==> config.mk <==
export PLATFORM = sky130hd
export DESIGN_NAME = rvfi_reg_hist_check_flat
export DESIGN_NICKNAME = d
export VERILOG_FILES = /design/src/rtl/rvfi_check_pkg.sv /design/src/rtl/rvfi_reg_hist_check_if.sv /design/src/rtl/rvfi_order_hist.sv /design/src/rtl/rvfi_reg_hist_check.sv /design/src/flat_wrapper.sv
export SDC_FILE = /design/constraint.sdc
export NUM_CORES = 2
export LEC_CHECK = 0
export CORE_MARGIN = 3
export CORE_UTILIZATION = 39
export DETAILED_ROUTE_END_ITERATION = 8
export PLACE_DENSITY = 0.61
export SLEW_MARGIN = 10
export SYNTH_ARGS = -nofsm -noshare
export SYNTH_HDL_FRONTEND = slang
export SYNTH_SLANG_ARGS = --single-unit
export TNS_END_PERCENT = 10
==> constraint.sdc <==
create_clock -name clock -period 30.9 [get_ports clock]
set_input_delay 3.09 -clock clock [delete_from_list [all_inputs] [get_ports clock]]
set_output_delay 3.09 -clock clock [all_outputs]
set_load 0.02 [all_outputs]
==> src/rtl/rvfi_check_pkg.sv <==
// Shared types for the RVFI register-history checker: FSM states, history
// entry layout and the check_fail bit codes.
package rvfi_check_pkg;

  localparam int ORDER_W  = 64;
  localparam int MAX_XLEN = 64;

  typedef enum logic [1:0] {
    ST_IDLE    = 2'd0,
    ST_TRACK   = 2'd1,
    ST_UNKNOWN = 2'd2,
    ST_DONE    = 2'd3
  } chk_state_t;

  // Data is held at the widest supported XLEN; narrower cores zero-extend.
  typedef struct packed {
    logic [ORDER_W-1:0]  order;
    logic [MAX_XLEN-1:0] data;
  } hist_entry_t;

  localparam logic [1:0] FC_NONE = 2'b00;
  localparam logic [1:0] FC_RS1  = 2'b01;
  localparam logic [1:0] FC_RS2  = 2'b10;

endpackage

==> src/rtl/rvfi_reg_hist_check_if.sv <==
// Per-channel RVFI retire bus plus the rollback side channel, as seen by the
// register-history checker.
interface rvfi_reg_hist_check_if #(
  parameter int XLEN = 32,
  parameter int NRET = 2
);
  logic [NRET-1:0]      rvfi_valid;
  logic [64*NRET-1:0]   rvfi_order;
  logic [5*NRET-1:0]    rvfi_rd_addr;
  logic [5*NRET-1:0]    rvfi_rs1_addr;
  logic [5*NRET-1:0]    rvfi_rs2_addr;
  logic [XLEN*NRET-1:0] rvfi_rd_wdata;
  logic [XLEN*NRET-1:0] rvfi_rs1_rdata;
  logic [XLEN*NRET-1:0] rvfi_rs2_rdata;
  logic                 rvfi_rollback_valid;
  logic [63:0]          rvfi_rollback_order;

  modport master (
    output rvfi_valid, rvfi_order, rvfi_rd_addr, rvfi_rs1_addr, rvfi_rs2_addr,
    output rvfi_rd_wdata, rvfi_rs1_rdata, rvfi_rs2_rdata,
    output rvfi_rollback_valid, rvfi_rollback_order
  );

  modport slave (
    input rvfi_valid, rvfi_order, rvfi_rd_addr, rvfi_rs1_addr, rvfi_rs2_addr,
    input rvfi_rd_wdata, rvfi_rs1_rdata, rvfi_rs2_rdata,
    input rvfi_rollback_valid, rvfi_rollback_order
  );
endinterface

==> src/rtl/rvfi_order_hist.sv <==
// Circular LIFO of {order, data} writes: rollback pops from the newest end,
// then up to NRET pushes are applied in ascending order in the same cycle.
module rvfi_order_hist
  import rvfi_check_pkg::*;
#(
  parameter int NRET  = 2,
  parameter int DEPTH = 4
) (
  input  logic                clock,
  input  logic                reset,
  input  logic                rb_valid,
  input  logic [ORDER_W-1:0]  rb_order,
  input  logic [NRET-1:0]     push_valid,
  input  hist_entry_t         push_entry [NRET],
  output logic                nonempty_next,
  output logic [MAX_XLEN-1:0] newest_data_next,
  output logic                rb_emptied,
  output logic                lost_oldest
);

  localparam int AW = $clog2(DEPTH);
  localparam int CW = AW + 1;

  hist_entry_t        ent_reg  [DEPTH];
  hist_entry_t        ent_next [DEPTH];
  logic [AW-1:0]      head_reg, head_next;
  logic [CW-1:0]      count_reg, count_next;
  logic               lost_reg, lost_next;

  logic               popping;
  logic [AW-1:0]      idx;
  logic               have_last;
  logic [ORDER_W-1:0] last_order;
  logic               found;
  hist_entry_t        sel;

  always_comb begin
    ent_next   = ent_reg;
    head_next  = head_reg;
    count_next = count_reg;
    lost_next  = lost_reg;
    popping    = rb_valid;
    idx        = '0;
    have_last  = 1'b0;
    last_order = '0;
    found      = 1'b0;
    sel        = '0;

    // Orders rise from oldest to newest, so the entries to discard form a
    // contiguous run at the head.
    for (int i = 0; i < DEPTH; i++) begin
      idx = head_reg - AW'(i);
      if (popping && (CW'(i) < count_reg) && (ent_reg[idx].order >= rb_order)) begin
        head_next  = head_next - AW'(1);
        count_next = count_next - CW'(1);
      end else begin
        popping = 1'b0;
      end
    end
    rb_emptied = rb_valid && (count_reg != '0) && (count_next == '0);

    have_last  = (count_next != '0);
    last_order = ent_reg[head_next].order;

    // Each pass takes the smallest order still above the newest one; ties go
    // to the highest channel, and the losers then fail the "above" test.
    for (int k = 0; k < NRET; k++) begin
      found = 1'b0;
      sel   = '0;
      for (int c = 0; c < NRET; c++) begin
        if (push_valid[c] && (!have_last || (push_entry[c].order > last_order)) &&
            (!found || (push_entry[c].order <= sel.order))) begin
          found = 1'b1;
          sel   = push_entry[c];
        end
      end
      if (found) begin
        head_next           = head_next + AW'(1);
        ent_next[head_next] = sel;
        if (count_next == CW'(DEPTH)) begin
          lost_next = 1'b1;
        end else begin
          count_next = count_next + CW'(1);
        end
        have_last  = 1'b1;
        last_order = sel.order;
      end
    end

    nonempty_next    = (count_next != '0);
    newest_data_next = ent_next[head_next].data;
  end

  always_ff @(posedge clock or negedge reset) begin
    if (!reset) begin
      for (int i = 0; i < DEPTH; i++) begin
        ent_reg[i] <= '0;
      end
      head_reg  <= '0;
      count_reg <= '0;
      lost_reg  <= 1'b0;
    end else begin
      ent_reg   <= ent_next;
      head_reg  <= head_next;
      count_reg <= count_next;
      lost_reg  <= lost_next;
    end
  end

  assign lost_oldest = lost_reg;

endmodule

==> src/rtl/rvfi_reg_hist_check.sv <==
// Checks that rs1/rs2 reads of one tracked register by the instruction at
// insn_order match the most recent earlier retired write to that register.
module rvfi_reg_hist_check
  import rvfi_check_pkg::*;
#(
  parameter int XLEN        = 32,
  parameter int NRET        = 2,
  parameter int CHANNEL_IDX = 0,
  parameter int DEPTH       = 4
) (
  input  logic                  clock,
  input  logic                  reset,
  input  logic                  check,
  input  logic [63:0]           insn_order,
  input  logic [4:0]            register_index,
  rvfi_reg_hist_check_if.slave  rvfi,
  output logic                  check_done,
  output logic [1:0]            check_fail,
  output logic                  shadow_known
);

  logic [NRET-1:0]      cand_valid;
  hist_entry_t          cand_entry [NRET];
  logic                 hist_nonempty_next;
  logic [MAX_XLEN-1:0]  shadow_next;
  logic                 rb_emptied;
  logic                 lost_oldest;

  chk_state_t           state_reg, state_next;
  logic                 done_next;
  logic [1:0]           fail_next;
  logic [1:0]           fail_bits;

  logic [4:0]           rs1_addr, rs2_addr;
  logic [MAX_XLEN-1:0]  rs1_data, rs2_data;
  logic                 unused_rs;

  genvar gi;
  generate
    for (gi = 0; gi < NRET; gi++) begin : g_cand
      logic [63:0] ord;
      assign ord = rvfi.rvfi_order[64*gi +: 64];
      assign cand_valid[gi] = rvfi.rvfi_valid[gi] && (ord < insn_order) &&
                              (rvfi.rvfi_rd_addr[5*gi +: 5] == register_index) &&
                              (register_index != 5'd0) &&
                              !(rvfi.rvfi_rollback_valid && (ord >= rvfi.rvfi_rollback_order));
      assign cand_entry[gi] = '{order: ord,
                                data:  MAX_XLEN'(rvfi.rvfi_rd_wdata[XLEN*gi +: XLEN])};
    end
  endgenerate

  rvfi_order_hist #(
    .NRET  (NRET),
    .DEPTH (DEPTH)
  ) u_hist (
    .clock            (clock),
    .reset            (reset),
    .rb_valid         (rvfi.rvfi_rollback_valid),
    .rb_order         (rvfi.rvfi_rollback_order),
    .push_valid       (cand_valid),
    .push_entry       (cand_entry),
    .nonempty_next    (hist_nonempty_next),
    .newest_data_next (shadow_next),
    .rb_emptied       (rb_emptied),
    .lost_oldest      (lost_oldest)
  );

  assign rs1_addr = rvfi.rvfi_rs1_addr[5*CHANNEL_IDX +: 5];
  assign rs2_addr = rvfi.rvfi_rs2_addr[5*CHANNEL_IDX +: 5];
  assign rs1_data = MAX_XLEN'(rvfi.rvfi_rs1_rdata[XLEN*CHANNEL_IDX +: XLEN]);
  assign rs2_data = MAX_XLEN'(rvfi.rvfi_rs2_rdata[XLEN*CHANNEL_IDX +: XLEN]);

  // Source operands of the other channels are never examined.
  assign unused_rs = ^{rvfi.rvfi_rs1_addr, rvfi.rvfi_rs2_addr,
                       rvfi.rvfi_rs1_rdata, rvfi.rvfi_rs2_rdata};

  // Compare against the history as it stands after this cycle's rollback
  // and the older same-cycle writes from the other channels.
  always_comb begin
    fail_bits = FC_NONE;
    if (register_index == 5'd0) begin
      if ((rs1_addr == 5'd0) && (rs1_data != '0)) fail_bits = fail_bits | FC_RS1;
      if ((rs2_addr == 5'd0) && (rs2_data != '0)) fail_bits = fail_bits | FC_RS2;
    end else if (hist_nonempty_next) begin
      if ((rs1_addr == register_index) && (rs1_data != shadow_next)) fail_bits = fail_bits | FC_RS1;
      if ((rs2_addr == register_index) && (rs2_data != shadow_next)) fail_bits = fail_bits | FC_RS2;
    end
  end

  always_comb begin
    state_next = state_reg;
    done_next  = check_done;
    fail_next  = check_fail;
    case (state_reg)
      ST_IDLE, ST_TRACK, ST_UNKNOWN: begin
        if (check) begin
          state_next = ST_DONE;
          done_next  = 1'b1;
          fail_next  = check_fail | fail_bits;
        end else if (hist_nonempty_next) begin
          state_next = ST_TRACK;
        end else if (rb_emptied) begin
          state_next = lost_oldest ? ST_UNKNOWN : ST_IDLE;
        end
      end
      ST_DONE: begin
        state_next = ST_DONE;
      end
      default: begin
        state_next = ST_IDLE;
      end
    endcase
  end

  always_ff @(posedge clock or negedge reset) begin
    if (!reset) begin
      state_reg    <= ST_IDLE;
      check_done   <= 1'b0;
      check_fail   <= FC_NONE;
      shadow_known <= 1'b0;
    end else begin
      state_reg    <= state_next;
      check_done   <= done_next;
      check_fail   <= fail_next;
      shadow_known <= hist_nonempty_next;
    end
  end

`ifdef FORMAL
  always @(posedge clock) begin
    if (reset && check) begin
      assume (rvfi.rvfi_valid[CHANNEL_IDX]);
      assume (rvfi.rvfi_order[64*CHANNEL_IDX +: 64] == insn_order);
    end
    if (reset) begin
      assert (check_fail == FC_NONE);
    end
  end
`endif

endmodule
==> src/flat_wrapper.sv <==
// flat-port wrapper written by rule: the top's interface ports become plain ports
module rvfi_reg_hist_check_flat import rvfi_check_pkg::*;
#(
  parameter int XLEN        = 32,
  parameter int NRET        = 2,
  parameter int CHANNEL_IDX = 0,
  parameter int DEPTH       = 4
)
  (clock, reset, check, insn_order, register_index, check_done, check_fail, shadow_known, rvfi_rvfi_valid, rvfi_rvfi_order, rvfi_rvfi_rd_addr, rvfi_rvfi_rs1_addr, rvfi_rvfi_rs2_addr, rvfi_rvfi_rd_wdata, rvfi_rvfi_rs1_rdata, rvfi_rvfi_rs2_rdata, rvfi_rvfi_rollback_valid, rvfi_rvfi_rollback_order);
  rvfi_reg_hist_check_if #(.XLEN(XLEN), .NRET(NRET)) rvfi_i ();
  input  logic clock;
  input  logic reset;
  input  logic check;
  input  logic [63:0] insn_order;
  input  logic [4:0] register_index;
  output logic check_done;
  output logic [1:0] check_fail;
  output logic shadow_known;
  input wire logic [$bits(rvfi_i.rvfi_valid)-1:0] rvfi_rvfi_valid;
  input wire logic [$bits(rvfi_i.rvfi_order)-1:0] rvfi_rvfi_order;
  input wire logic [$bits(rvfi_i.rvfi_rd_addr)-1:0] rvfi_rvfi_rd_addr;
  input wire logic [$bits(rvfi_i.rvfi_rs1_addr)-1:0] rvfi_rvfi_rs1_addr;
  input wire logic [$bits(rvfi_i.rvfi_rs2_addr)-1:0] rvfi_rvfi_rs2_addr;
  input wire logic [$bits(rvfi_i.rvfi_rd_wdata)-1:0] rvfi_rvfi_rd_wdata;
  input wire logic [$bits(rvfi_i.rvfi_rs1_rdata)-1:0] rvfi_rvfi_rs1_rdata;
  input wire logic [$bits(rvfi_i.rvfi_rs2_rdata)-1:0] rvfi_rvfi_rs2_rdata;
  input wire logic [$bits(rvfi_i.rvfi_rollback_valid)-1:0] rvfi_rvfi_rollback_valid;
  input wire logic [$bits(rvfi_i.rvfi_rollback_order)-1:0] rvfi_rvfi_rollback_order;
  assign rvfi_i.rvfi_valid = rvfi_rvfi_valid;
  assign rvfi_i.rvfi_order = rvfi_rvfi_order;
  assign rvfi_i.rvfi_rd_addr = rvfi_rvfi_rd_addr;
  assign rvfi_i.rvfi_rs1_addr = rvfi_rvfi_rs1_addr;
  assign rvfi_i.rvfi_rs2_addr = rvfi_rvfi_rs2_addr;
  assign rvfi_i.rvfi_rd_wdata = rvfi_rvfi_rd_wdata;
  assign rvfi_i.rvfi_rs1_rdata = rvfi_rvfi_rs1_rdata;
  assign rvfi_i.rvfi_rs2_rdata = rvfi_rvfi_rs2_rdata;
  assign rvfi_i.rvfi_rollback_valid = rvfi_rvfi_rollback_valid;
  assign rvfi_i.rvfi_rollback_order = rvfi_rvfi_rollback_order;
  rvfi_reg_hist_check #(.XLEN(XLEN), .NRET(NRET), .CHANNEL_IDX(CHANNEL_IDX), .DEPTH(DEPTH)) u_core (.clock(clock), .reset(reset), .check(check), .insn_order(insn_order), .register_index(register_index), .rvfi(rvfi_i), .check_done(check_done), .check_fail(check_fail), .shadow_known(shadow_known));
endmodule
== Word-level counts from Yosys, hierarchy flattened ==
Index checks and enable logic that the tools add are counted.
Widths: inputs -> output; s select.

* Order comparisons: 28
* Add/sub/neg operators: 14
* Reduce and logical (&&, ||, !) cells: 57
* Bitwise logic cells: 9
* Muxes and demuxes: 68
* Equality and inequality tests: 12

{| class="wikitable"
|+ Operators with widths
! cell !! number
|-
| $mux 128 || 16
|-
| $bmux 128 s2 || 6
|-
| $bwmux 512 || 2
|-
| $mux 512 || 2
|-
| $demux 128 s2 || 2
|-
| $ge 64x64->1 || 6
|-
| $gt 64x64->1 || 4
|-
| $mux 64 || 3
|-
| $le 64x64->1 || 2
|-
| $lt 64x64->1 || 2
|-
| $ne 32x64->1 || 2
|-
| $reduce_bool 64->1 || 2
|-
| $logic_and 1x1->1 || 32
|-
| $mux 2 || 14
|-
| $ge 3x3->1 const B || 8
|-
| $mux 3 || 8
|-
| $not 2->3 || 8
|-
| $eq 5x5->1 || 4
|-
| $logic_not 5->1 || 3
|-
| $mux 1 || 14
|-
| $sub 3x1->3 const B || 4
|-
| $reduce_bool 3->1 || 3
|-
| $sub 2x1->2 const B || 4
|-
| $add 3x1->3 const B || 2
|-
| other kinds (18) || 35
|}

* Bits in registers: 524
* Output and inout port bits: 4
* Logic and storage cells: 203
* Input bits: 489

== Depth between registers and ports, before layout ==
* Depth after elaboration: 49
* Mapped depth: 98

== Modules after synthesis ==
Synthesis repeated with hierarchy kept, for this count alone.

* Cells, all modules: 6430
* Area total of the unflattened synthesis: 59612.2 sq um

{| class="wikitable"
|+ By module, submodules not included
! module !! area each (sq um) !! cells an instance !! times used !! seq. area each (sq um)
|-
| rvfi_order_hist || 52276.4 || 5470 || 1 || 12962.4
|-
| rvfi_reg_hist_check || 7335.8 || 960 || 1 || 150.1
|}

== Worst setup path before layout ==
Ideal clock, no wire load.

* Path kind: input to register
* Start: input port rvfi_rvfi_rollback_order[55]
* End: register u_core.check_fail[1]
* Stages: 93
* Path buffers: 22
* Data arrival time: 22.501 ns
* Path slack: 8.275 ns
* Cells stage by stage: inv_1 ha_1 nand4_1 or4_1 nor4_2 nand2_1 a31o_1 and3_1 buf_6 a211o_1 o211ai_4 clkbuf_1 clkbuf_1 buf_1 mux2i_1 nand2_1 o21ai_0 ha_1 [... 57 more ...] a211oi_1 or4_1 a22oi_1 o21ai_0 clkbuf_1 clkbuf_1 clkbuf_1 clkbuf_1 nand3_1 o21ai_0 nand2_1 o21ai_0 mux2i_1 xor2_1 nand2_1 a2111oi_0 nand4_1 o31a_1

{| class="wikitable"
|+ RTL lines
! what !! RTL line !! RTL
|-
| start: declaration || flat_wrapper.sv:28 || <nowiki>input wire logic [$bits(rvfi_i.rvfi_rollback_order)-1:0] rvfi_rvfi_rollback_order;</nowiki>
|-
| end signal: assignment || rvfi_reg_hist_check.sv:124 || <nowiki>check_fail <= fail_next;</nowiki>
|-
| end: declaration || rvfi_reg_hist_check.sv:18 || <nowiki>output logic [1:0] check_fail,</nowiki>
|}

==> qor.csv <==
stage,metric,value,unit
outcome,status,"complete, no violations",
setup_path,FF-to-FF Start,u_core.u_hist.head_reg[0],
timing,setup violators final,0,
drt,Via density,6.542,
logic_synthesis,post-synth top area cell,dfrtp_1,
logic_synthesis,commonest cells in the netlist,"910 x ha_1, 754 x nand2_1, 625 x o21ai_0, 524 x dfrtp_1, 348 x a21oi_1",
logic_synthesis,XOR/XNOR Fraction of Synth Area,1.878,%
power_and_ir_drop,Leak,29.72,nW
finish,final-layout fill cell count,14219,
floorplanning,I/O pin total,493,
hold_path,Hold Startpoint,u_core.check_done,
floorplanning,number of cell rows,141,
logic_synthesis,Synth Area in Compound Gates,23.59,%
logic_synthesis,share of flip-flops with an asynchronous set or reset,100.0,%
finish,Final Util,45.26,%
timing,RSZ-0062 raised after global routing,false,
floorplanning,die area,154800,µm²
floorplanning,Initial Utilization,39.47,%
logic_synthesis,"top cells by area, synth","dfrtp_1 22%, ha_1 19%, mux4_2 9.9%",
logic_synthesis,largest family of logic cells by synthesized area,compound AO/OA/AOI/OAI gates,
drt,drt pass-1 iters,6,
placed_design,IO buf count,418,
job,Max Cap Viol,0,
timing,measured slew at the worst slew-check pin,1.205,ns
finish,layout cells sized above 1,9.251,%
drt,DR WL/cell,27.23,µm
drt,Post-route DRC,0,
timing,setup TNS,0,ns
power_and_ir_drop,total power,5.008,mW
global_route,first-pass GRT wire length,360800,µm
clock_network,TritonCTS clock tree,yes,
logic_synthesis,Post-synth EDFFs,0,
floorplanning,core area,148400,µm²
setup_path,CP max stage cell,a211oi_1,
logic_synthesis,Syn Area/Cell,8.805,µm²
placed_design,gpl congestion,0.9717,
setup_path,R2R cell count,83,
clock_network,total CTS buffers,68,
hold_path,Tightest Hold Check Type,flip-flop to flip-flop,
logic_synthesis,Post-Synth Adder-Cell Area,19.44,%
drt,vias,58229,
clock_network,clk root buf,clkbuf_16,
clock_network,worst skew pair latency,0.69,ns
logic_synthesis,Syn Nets,8050,
placed_design,Post-DP HPWL,176900,µm
global_route,total gr overflow,0,
logic_synthesis,cell count after synthesis,6651,
logic_synthesis,top cell type's share of synthesized area,22.39,%
power_and_ir_drop,Worst IR Drop VDD,0.06006,mV
timing,max-slew violation count,0,
drt,Initial DRC Count,6584,
setup_path,Arrival @ worst endpoint,27.55,ns
timing,final hold vios,0,
floorplanning,DIE HEIGHT,393.5,µm
hold_path,Hold Path Depth,1,
power_and_ir_drop,Pwr Density,74.58,nW/µm²
setup_path,reg2reg end,u_core.check_fail[0],
drt,DRT antenna net count,0,
clock_network,Post-CTS Setup Bufs,0,
setup_path,"slowest stage delay, CP",0.92,ns
hold_path,hold endpoint,u_core.check_done,
setup_path,WP data required,31.42,ns
clock_network,Clock Tree Buf Depth,3,
logic_synthesis,Syn Std Cell Area,58560,µm²
floorplanning,Die X,393.5,µm
logic_synthesis,"count leader, synth",ha_1,
global_route,vias in the first global route,54866,
clock_network,hold buffer count at CTS,0,
setup_path,R2R Setup Slk,4.69,ns
timing,Slew headroom,18.84,%
global_route,GRT Overall Usage,30.17,%
logic_synthesis,"Top FF cell, synth",dfrtp_1,
global_route,initial antenna violation count,24,
timing,fmax,37.00,MHz
clock_network,CTS H-tree depth,3,
logic_synthesis,synth unique cells,95,
setup_path,CP startpoint kind,input pin,
drt,total routed wirelength,242400,µm
finish,Area growth syn-to-layout,14.68,%
setup_path,"most used cell, CP",buf_4,
setup_path,worst-path maximum fanout,105,
clock_network,clock-pin slew on the worst setup and hold paths,0.06,ns
logic_synthesis,YS warnings,0,
logic_synthesis,simple-gate share of the synthesized area,14.69,%
logic_synthesis,sequential-to-total area share from yosys stat,22.39,%
logic_synthesis,mux cell area share after synthesis,13.33,%
finish,max FFs per register,512,
timing,Final Skew,0.02605,ns
clock_network,PostCTS Resize Cnt,0,
timing,Final period util,87.48,%
setup_path,WS Path Type,input pin to flip-flop,
logic_synthesis,Synth Register Bits,524,
finish,Layout Nets,8234,
timing,crit path time final,27.03,ns
setup_path,CP endpoint kind,flip-flop,
clock_network,CTS sink cnt,524,
global_route,largest net degree at the start of global routing,198,
[through the flow]
stage	area [µm²]	instances	hold WS, ns	setup WS [ns]
CTS	67120	8888	0.4740	4.493
global placement	64800	8767	0.4621	3.986
finish	67160	8901	0.4765	3.870
floorplan	58560	6651	0.4438	8.275
global route	67130	8891	0.5069	3.069
detailed placement	64800	8767	0.4596	3.802
[critical path: cells and delay by family]
family                     cells  cell delay (ns)
muxes                          3             0.76
buffers and inverters         13             4.52
AOI/OAI and AO/OA             31             9.27
adders and majority gates      5             1.36
and+or+nand+nor               28             7.94
xor gates and xnor gates       1             0.25
[power by group]
| part | total [mW] | switching, mW | internal (mW) |
|---|---|---|---|
| Combinational | 3.14 | 1.76 | 1.38 |
| Clock | 0.856 | 0.365 | 0.491 |
| Sequential | 1.02 | 0.188 | 0.829 |
[layer usage]
layer | GRT usage, % | wire length [µm] | vias up
met1 | 41.21 | 99920 | 28369
met2 | 45.43 | 104500 | 3319
met5 | 0 | 98 | -
met3 | 7.590 | 26610 | 552
met4 | 12.23 | 11280 | 14
li1 | - | - | 25975
[cell usage in the layout (no fill, tap or decap), types with 14 or more instances in the layout]
master           instances
o211ai_1               320
o21a_1                 107
a221oi_1                52
nor2_1                 305
a21oi_1                344
o221a_2                 25
mux2_2                  78
and4_1                  19
dfrtp_1                522
and3_1                 143
o21ai_0                621
buf_4                   90
nor4_1                  94
nor3_1                  70
mux2i_1                114
a2bb2oi_1               16
ha_1                   910
a22oi_1                 15
a2111oi_0               23
a21o_1                 148
clkdlybuf4s50_1        417
nand3_1                104
o22ai_1                 25
clkbuf_16               70
a31oi_1                 98
inv_1                  303
nor2b_1                 26
xor2_1                  65
o31ai_1                 23
nand2b_1                42
nand2_1                752
clkbuf_1                14
nand4_1                178
or3_1                   17
xnor2_1                 58
mux4_2                 257
o221ai_1                34
a211oi_1                84
[cell families after synthesis]
kind of cell | after synthesis
AOI/OAI and AO/OA | 2118
and+or+nand+nor | 1813
adders and majority gates | 910
buffers and inverters | 713
DFF | 524
muxes | 449
xor gates and xnor gates | 124
[cell type report]
| cell class | count | area, µm² | share of cell area (%) |
|---|---|---|---|
| clock buffers | 91 | 1901 | 2.830 |
| repair buffers | 519 | 5085 | 7.572 |
| clock inverters | 30 | 421.7 | 0.6279 |
| well taps | 2002 | 2505 | 3.730 |
| diodes | 13 | 32.53 | 0.04844 |
| inverters | 308 | 1157 | 1.723 |
| multi-input cells | 5414 | 42930 | 63.93 |
| flip-flops and latches | 524 | 13120 | 19.54 |
[worst max-delay path by stage]
stage | start | to | slack [ns] | cells after the start
after floorplan | rvfi_rvfi_rollback_order[55] | u_core.check_fail[1] | 8.28 | 93
after global placement | rvfi_rvfi_rollback_order[47] | u_core.check_fail[0] | 3.99 | 80
after detailed placement | rvfi_rvfi_rollback_order[45] | u_core.check_fail[0] | 3.80 | 80
after CTS | rvfi_rvfi_rollback_order[45] | u_core.check_fail[0] | 4.49 | 80
after global routing | rvfi_rvfi_rollback_order[30] | u_core.check_fail[1] | 3.07 | 80
final | rvfi_rvfi_rollback_order[61] | u_core.check_fail[0] | 3.87 | 81
Note: power is estimated with default switching activity, not from simulation.
